<file path="src/rtl/instr_fetch_unit.sv">
`timescale 1ns/1ps
`default_nettype none
// ============================================================================
//  Module      : instr_fetch_unit
//  Description : Instruction fetch stage. Holds the PC, issues word reads
//                over a req/gnt/rvalid bus, buffers returned words in a
//                prefetch FIFO and hands them to the core with valid/ready.
//                Redirects flush the FIFO and drain in-flight responses.
//  Revision    : 1.0 - initial release
// ============================================================================
module instr_fetch_unit #(
    parameter logic [31:0] RESET_PC   = 32'h0000_0000,
    parameter int unsigned FIFO_DEPTH = 4,
    parameter logic [31:0] NOP_INSTR  = 32'h0000_0013
) (
    input  logic        i_clk,
    input  logic        rst,
    input  logic        i_redirect,
    input  logic [31:0] i_redirect_pc,
    output logic        o_mem_req,
    output logic [31:0] o_mem_addr,
    input  logic        i_mem_gnt,
    input  logic        i_mem_rvalid,
    input  logic [31:0] i_mem_rdata,
    output logic        o_instr_valid,
    output logic [31:0] o_instr,
    output logic [31:0] o_instr_pc,
    input  logic        i_instr_ready,
    output logic        o_err
);

    localparam int unsigned PTR_W = $clog2(FIFO_DEPTH);
    localparam int unsigned CNT_W = PTR_W + 1;

    localparam logic [CNT_W:0]   c_DEPTH    = (CNT_W + 1)'(FIFO_DEPTH);
    localparam logic [CNT_W-1:0] c_CNT_ONE  = CNT_W'(1);
    localparam logic [PTR_W-1:0] c_PTR_ONE  = PTR_W'(1);
    localparam logic [0:0]       c_ST_FETCH = 1'b0;
    localparam logic [0:0]       c_ST_DRAIN = 1'b1;

    // Registered state
    logic [0:0]       r_state;
    logic [31:0]      r_pc;          // next address to request
    logic [31:0]      r_resp_pc;     // PC belonging to the next response to arrive
    logic [CNT_W-1:0] r_outstanding;
    logic [CNT_W-1:0] r_count;
    logic [PTR_W-1:0] r_rd_ptr;
    logic [PTR_W-1:0] r_wr_ptr;
    logic             r_err;
    logic [31:0]      r_data_mem [FIFO_DEPTH];
    logic [31:0]      r_pc_mem   [FIFO_DEPTH];

    // Combinational control
    logic             w_credit;
    logic             w_req;
    logic             w_accept;
    logic             w_resp_ok;
    logic             w_spurious;
    logic             w_push;
    logic             w_pop;
    logic             w_fifo_valid;
    logic [31:0]      w_redirect_pc;
    logic [CNT_W-1:0] w_out_next;
    logic [0:0]       w_state_next;
    logic             w_unused_pc_lsbs;

    // Low address bits of a redirect target carry no information.
    assign w_unused_pc_lsbs = &{1'b1, i_redirect_pc[1:0]};
    assign w_redirect_pc    = {i_redirect_pc[31:2], 2'b00};

    // A slot must exist for every word that can come back; a same-cycle pop
    // is deliberately not counted as a free slot.
    assign w_credit     = ({1'b0, r_outstanding} + {1'b0, r_count}) < c_DEPTH;
    assign w_req        = rst && (r_state == c_ST_FETCH) && !i_redirect && w_credit;
    assign w_accept     = w_req && i_mem_gnt;
    assign w_resp_ok    = i_mem_rvalid && (r_outstanding != '0);
    assign w_spurious   = i_mem_rvalid && (r_outstanding == '0);
    assign w_push       = w_resp_ok && (r_state == c_ST_FETCH) && !i_redirect;
    assign w_fifo_valid = (r_count != '0);
    assign w_pop        = w_fifo_valid && i_instr_ready;

    assign o_mem_req     = w_req;
    assign o_mem_addr    = r_pc;
    assign o_instr_valid = w_fifo_valid;
    assign o_instr       = w_fifo_valid ? r_data_mem[r_rd_ptr] : NOP_INSTR;
    assign o_instr_pc    = w_fifo_valid ? r_pc_mem[r_rd_ptr]   : 32'h0000_0000;
    assign o_err         = r_err;

    // Outstanding-count update and FETCH/DRAIN next-state decision.
    always_comb begin
        w_out_next   = r_outstanding;
        w_state_next = r_state;
        case ({w_accept, w_resp_ok})
            2'b10:   w_out_next = r_outstanding + c_CNT_ONE;
            2'b01:   w_out_next = r_outstanding - c_CNT_ONE;
            default: w_out_next = r_outstanding;
        endcase
        // After a redirect, stale responses must be swallowed before refetching.
        if (i_redirect || (r_state == c_ST_DRAIN)) begin
            w_state_next = (w_out_next != '0) ? c_ST_DRAIN : c_ST_FETCH;
        end
    end

    // PC, credit, FIFO pointer and error-flag registers.
    always_ff @(posedge i_clk or negedge rst) begin
        if (!rst) begin
            r_state       <= c_ST_FETCH;
            r_pc          <= RESET_PC;
            r_resp_pc     <= RESET_PC;
            r_outstanding <= '0;
            r_count       <= '0;
            r_rd_ptr      <= '0;
            r_wr_ptr      <= '0;
            r_err         <= 1'b0;
        end else begin
            r_state       <= w_state_next;
            r_outstanding <= w_out_next;
            if (w_spurious) begin
                r_err <= 1'b1;
            end
            if (i_redirect) begin
                r_pc      <= w_redirect_pc;
                r_resp_pc <= w_redirect_pc;
                r_count   <= '0;
                r_rd_ptr  <= '0;
                r_wr_ptr  <= '0;
            end else begin
                if (w_accept) begin
                    r_pc <= r_pc + 32'd4;
                end
                if (w_push) begin
                    r_wr_ptr  <= r_wr_ptr + c_PTR_ONE;
                    r_resp_pc <= r_resp_pc + 32'd4;
                end
                if (w_pop) begin
                    r_rd_ptr <= r_rd_ptr + c_PTR_ONE;
                end
                case ({w_push, w_pop})
                    2'b10:   r_count <= r_count + c_CNT_ONE;
                    2'b01:   r_count <= r_count - c_CNT_ONE;
                    default: r_count <= r_count;
                endcase
            end
        end
    end

    // FIFO storage: instruction word and its PC, written on accepted responses.
    always_ff @(posedge i_clk) begin
        if (w_push) begin
            r_data_mem[r_wr_ptr] <= i_mem_rdata;
            r_pc_mem[r_wr_ptr]   <= r_resp_pc;
        end
    end

endmodule
`default_nettype wire

</file>
<file path="config.mk">
export PLATFORM = sky130hd
export DESIGN_NAME = instr_fetch_unit
export DESIGN_NICKNAME = d
export VERILOG_FILES = /design/src/rtl/instr_fetch_unit.sv
export SDC_FILE = /design/constraint.sdc
export NUM_CORES = 1
export LEC_CHECK = 0
export CORE_MARGIN = 8
export CORE_UTILIZATION = 40
export CTS_CLUSTER_DIAMETER = 60
export DETAILED_ROUTE_END_ITERATION = 8
export PLACE_DENSITY = 0.69
export SLEW_MARGIN = 0
export SYNTH_ARGS = -nofsm -noshare
export SYNTH_HDL_FRONTEND = slang
export SYNTH_SLANG_ARGS = --single-unit
</file>
<file path="constraint.sdc">
create_clock -name i_clk -period 3.05 [get_ports i_clk]
set_clock_uncertainty 0.1 [all_clocks]
set_input_delay 0.61 -clock i_clk [delete_from_list [all_inputs] [get_ports i_clk]]
set_output_delay 0.61 -clock i_clk [all_outputs]
set_load 0.03 [all_outputs]
</file>
==> results of run 1 <==
-- worst max path at each step --
stage | startpoint | cells after the start | slack, ns | to
final | r_rd_ptr[0] | 5 | 0.05 | o_instr[4]
after global routing | r_rd_ptr[0] | 5 | -0.04 | o_instr[4]
after CTS | r_rd_ptr[0] | 5 | 0.01 | o_instr[2]
after detailed placement | i_mem_rvalid | 9 | 0.16 | r_state
after global placement | r_rd_ptr[0] | 4 | 0.18 | o_instr[23]
after floorplan | r_count[1] | 13 | 0.26 | r_state
-- synthesized netlist by cell type (all sizes together) (5+ instances only) --
cell	count	area, um2
a21oi	8	40.0
nor2	24	90.1
and2	66	413
a21boi	6	45.1
clkbuf	24	90.1
mux4	62	1400
nor4	14	143
nand3	24	125
xor2	24	210
nand2b	5	31.3
dfrtp	72	1800
xnor2	18	158
ha	9	113
nand2	50	188
and4	6	52.6
o311ai	8	70.1
inv	10	37.5
mux2	10	113
o211ai	9	67.6
nor3	9	60.1
o21ai	30	150
nand4	30	230
and3	16	100
buf	17	110
edfxtp	248	7450
-- cells by family (layout without fill, tap and decap cells) --
| kind of cell | count (synthesis) | after routing | synth area share (%) |
|---|---|---|---|
| other | 1 | 4 | 0.0275 |
| AOI/OAI and AO/OA | 81 | 81 | 3.92 |
| and+or+nand+nor | 256 | 256 | 11.1 |
| xor gates and xnor gates | 42 | 42 | 2.70 |
| DFF | 320 | 320 | 67.9 |
| buffers and inverters | 52 | 278 | 1.77 |
| muxes | 76 | 76 | 11.4 |
| adders and majority gates | 11 | 11 | 1.12 |
-- what timing repair did --
item,CTS,global route
hold endpoints to repair,4,0
pin swaps,0,0
gates resized for setup,36,43
buffers inserted,4,1
setup endpoints to repair,54,29
hold buffers,1,0
-- power by group through the flow --
stage,Clock (mW),Sequential [mW],Combinational [mW]
4_1_cts,4.34,5.24,4.91
6_report,4.23,5.24,4.79
3_5_place_dp,0,5.38,4.94
2_1_floorplan,0,5.31,2.92
5_1_grt,4.53,5.27,5.15
3_3_place_gp,0,5.37,4.92
-- layout make-up --
cell class | count | area share [%]
clock inverters | 18 | 0.936
inverters | 11 | 0.241
clock buffers | 48 | 5.90
multi-input cells | 470 | 24.3
repair buffers | 201 | 11.3
flip-flops and latches | 320 | 54.1
well taps | 448 | 3.28
-- registers in the layout, indices dropped and copies added, names as in the netlist --
signal and cells:
r_wr_ptr 2, r_data_mem 128, o_err 1, o_mem_addr 30
r_count 3, r_rd_ptr 2, r_state 1, r_resp_pc 30
r_outstanding 3, r_pc_mem 120
-- per-layer routing --
layer / up-vias / share of wire, % / track usage (%)
met4: 0 / 1.5 / 3.57
li1: 3656 / - / -
met2: 272 / 46 / 24.3
met5: - / 0 / 0
met3: 39 / 6.8 / 3.91
met1: 4138 / 46 / 21.5
-- worst max-delay path, cell delays in order (launching register included) --
cell and delay [ns]:
dfrtp_4 0.43, buf_12 0.16, buf_8 0.19, mux4_2 0.51
or2_2 0.30, buf_4 0.18
-- per-stage QoR --
stage	hold WS [ns]	power, mW	setup slack, ns	area [um2]
global placement	0.344	10.3	0.178	16000
detailed placement	0.348	10.3	0.155	16000
floorplan	0.214	8.23	0.261	13600
finish	0.361	14.3	0.0508	17100
CTS	0.366	14.5	0.0147	17200
global route	0.404	15.0	-0.0361	17100
==> impl_metrics.tcl, run 1 <==
set metrics [dict create \
    area_growth_pct 25.7 \
    reg2regPathDepth 11 \
    cts_buffer_depth 3 \
    irDropWorstVdd_mv 0.415 \
    io_pins 169 \
    fmax_mhz 333 \
    drc 0 \
    initial_core_util_pct 40.6 \
    cts.sinks 320 \
    rsz0062_at_grt "true" \
    syn_inst 839 \
    power_density_mw_per_mm2 833 \
    drt_iter0_drc 429 \
    tritoncts "done" \
    htreeDepth 2 \
    min_to "o_err" \
    place.gp.congestion 0.838 \
    p_leak_nw 5.99 \
    finalHoldViolCount 0 \
    slew_violations 0 \
    synth.distinct_cells 57 \
    path_clk_slew_ns 0.06 \
    status "complete, no violations" \
    yosysWarnings 0 \
    start_kind "flop" \
    stdcell_count 1516 \
    viasPerCell 5.35 \
    seq_area_frac_synth_pct 67.9 \
    syn_area_per_cell_um2 16.2 \
    multi_input_area_mm2 0.00416 \
    holdCritPathClass "reg -> reg" \
    n_antenna_cell 0 \
    grt_overflow 0 \
    slew_headroom_pct 38.9 \
    critPathMaxFanout 11 \
    hold_depth 1 \
    post-dp-hpwl_um 21000 \
    clock_latency_ns 0.52 \
    crit-reg2reg-launch "r_count[1]" \
    setup_tns_ns 0 \
    grt_max_degree 69 \
    drt_pre_antenna_iters 7 \
    tightest_slew_ns 0.916 \
    post-route-period-util_pct 98.3 \
    finalSetupViolCount 0 \
    die_h_um 200 \
    p_sw_mw 4.74 \
    worstSetupEndpointType "output pin" \
    wl_per_cell_um 21.0 \
    min_from "o_err" \
    fin_util_pct 51.0 \
    cts_buffers 37 \
    synth_top_flop_cell "edfxtp_1" \
    placementRows 67 \
    drv_cap 0 \
    antenna_found_initial 0 \
    numPortBuffers 162 \
    num-nets-final 1122 \
    post-route-min-period_ns 3.00 \
    p_seq_share_pct 36.8 \
    grt_pass1_vias 8505 \
    worst_r2r_endpoint "r_state" \
    synth.ff_latch_count 320 \
    detail-route-antenna-nets 0 \
    grt_pass1_wl_um 49500 \
    p_comb_share_pct 33.6 \
    final_cell_mix "248 x edfxtp_1, 96 x clkdlybuf4s50_1, 70 x dfrtp_1" \
    n_fill_cell 2804 \
    die_w_um 200 \
    async_flop_share_pct 22.5 \
    grt_util_all_layers_pct 15.5 \
    pwr-share-clk_pct 29.7 \
    syn_area_mm2 0.0136 \
    regArea_mm2 0.00925 \
    dp.cells 1444 \
    critical_path_class "reg -> out" \
    routed_wl_um 31800 \
    p_int_mw 9.52 \
    p_sw_share_pct 33.2 \
    synth_edf_count 248 \
    die-area_mm2 0.0402 \
    vias 8105 \
    cts-root-buf "clkbuf_16" \
    required_ns 2.34 \
    layout_commonest_cell "edfxtp_1" \
    drive_above_1_share_pct 22.9 \
    ff2ff_setup_slack_ns 0.41 \
    core_mm2 0.0335 \
    worstPathArrival_ns 2.29 \
]
Note: power is estimated with default switching activity, not from simulation.
==> run 2: changes to the inputs <==
--- a/config.mk
+++ b/config.mk
@@ -10,7 +10,6 @@
 export CTS_CLUSTER_DIAMETER = 60
 export DETAILED_ROUTE_END_ITERATION = 8
 export PLACE_DENSITY = 0.69
-export SLEW_MARGIN = 0
 export SYNTH_ARGS = -nofsm -noshare
 export SYNTH_HDL_FRONTEND = slang
 export SYNTH_SLANG_ARGS = --single-unit
==> results of run 2 <==
No change in the layout: final DEF, timing and power equal those of run 1.
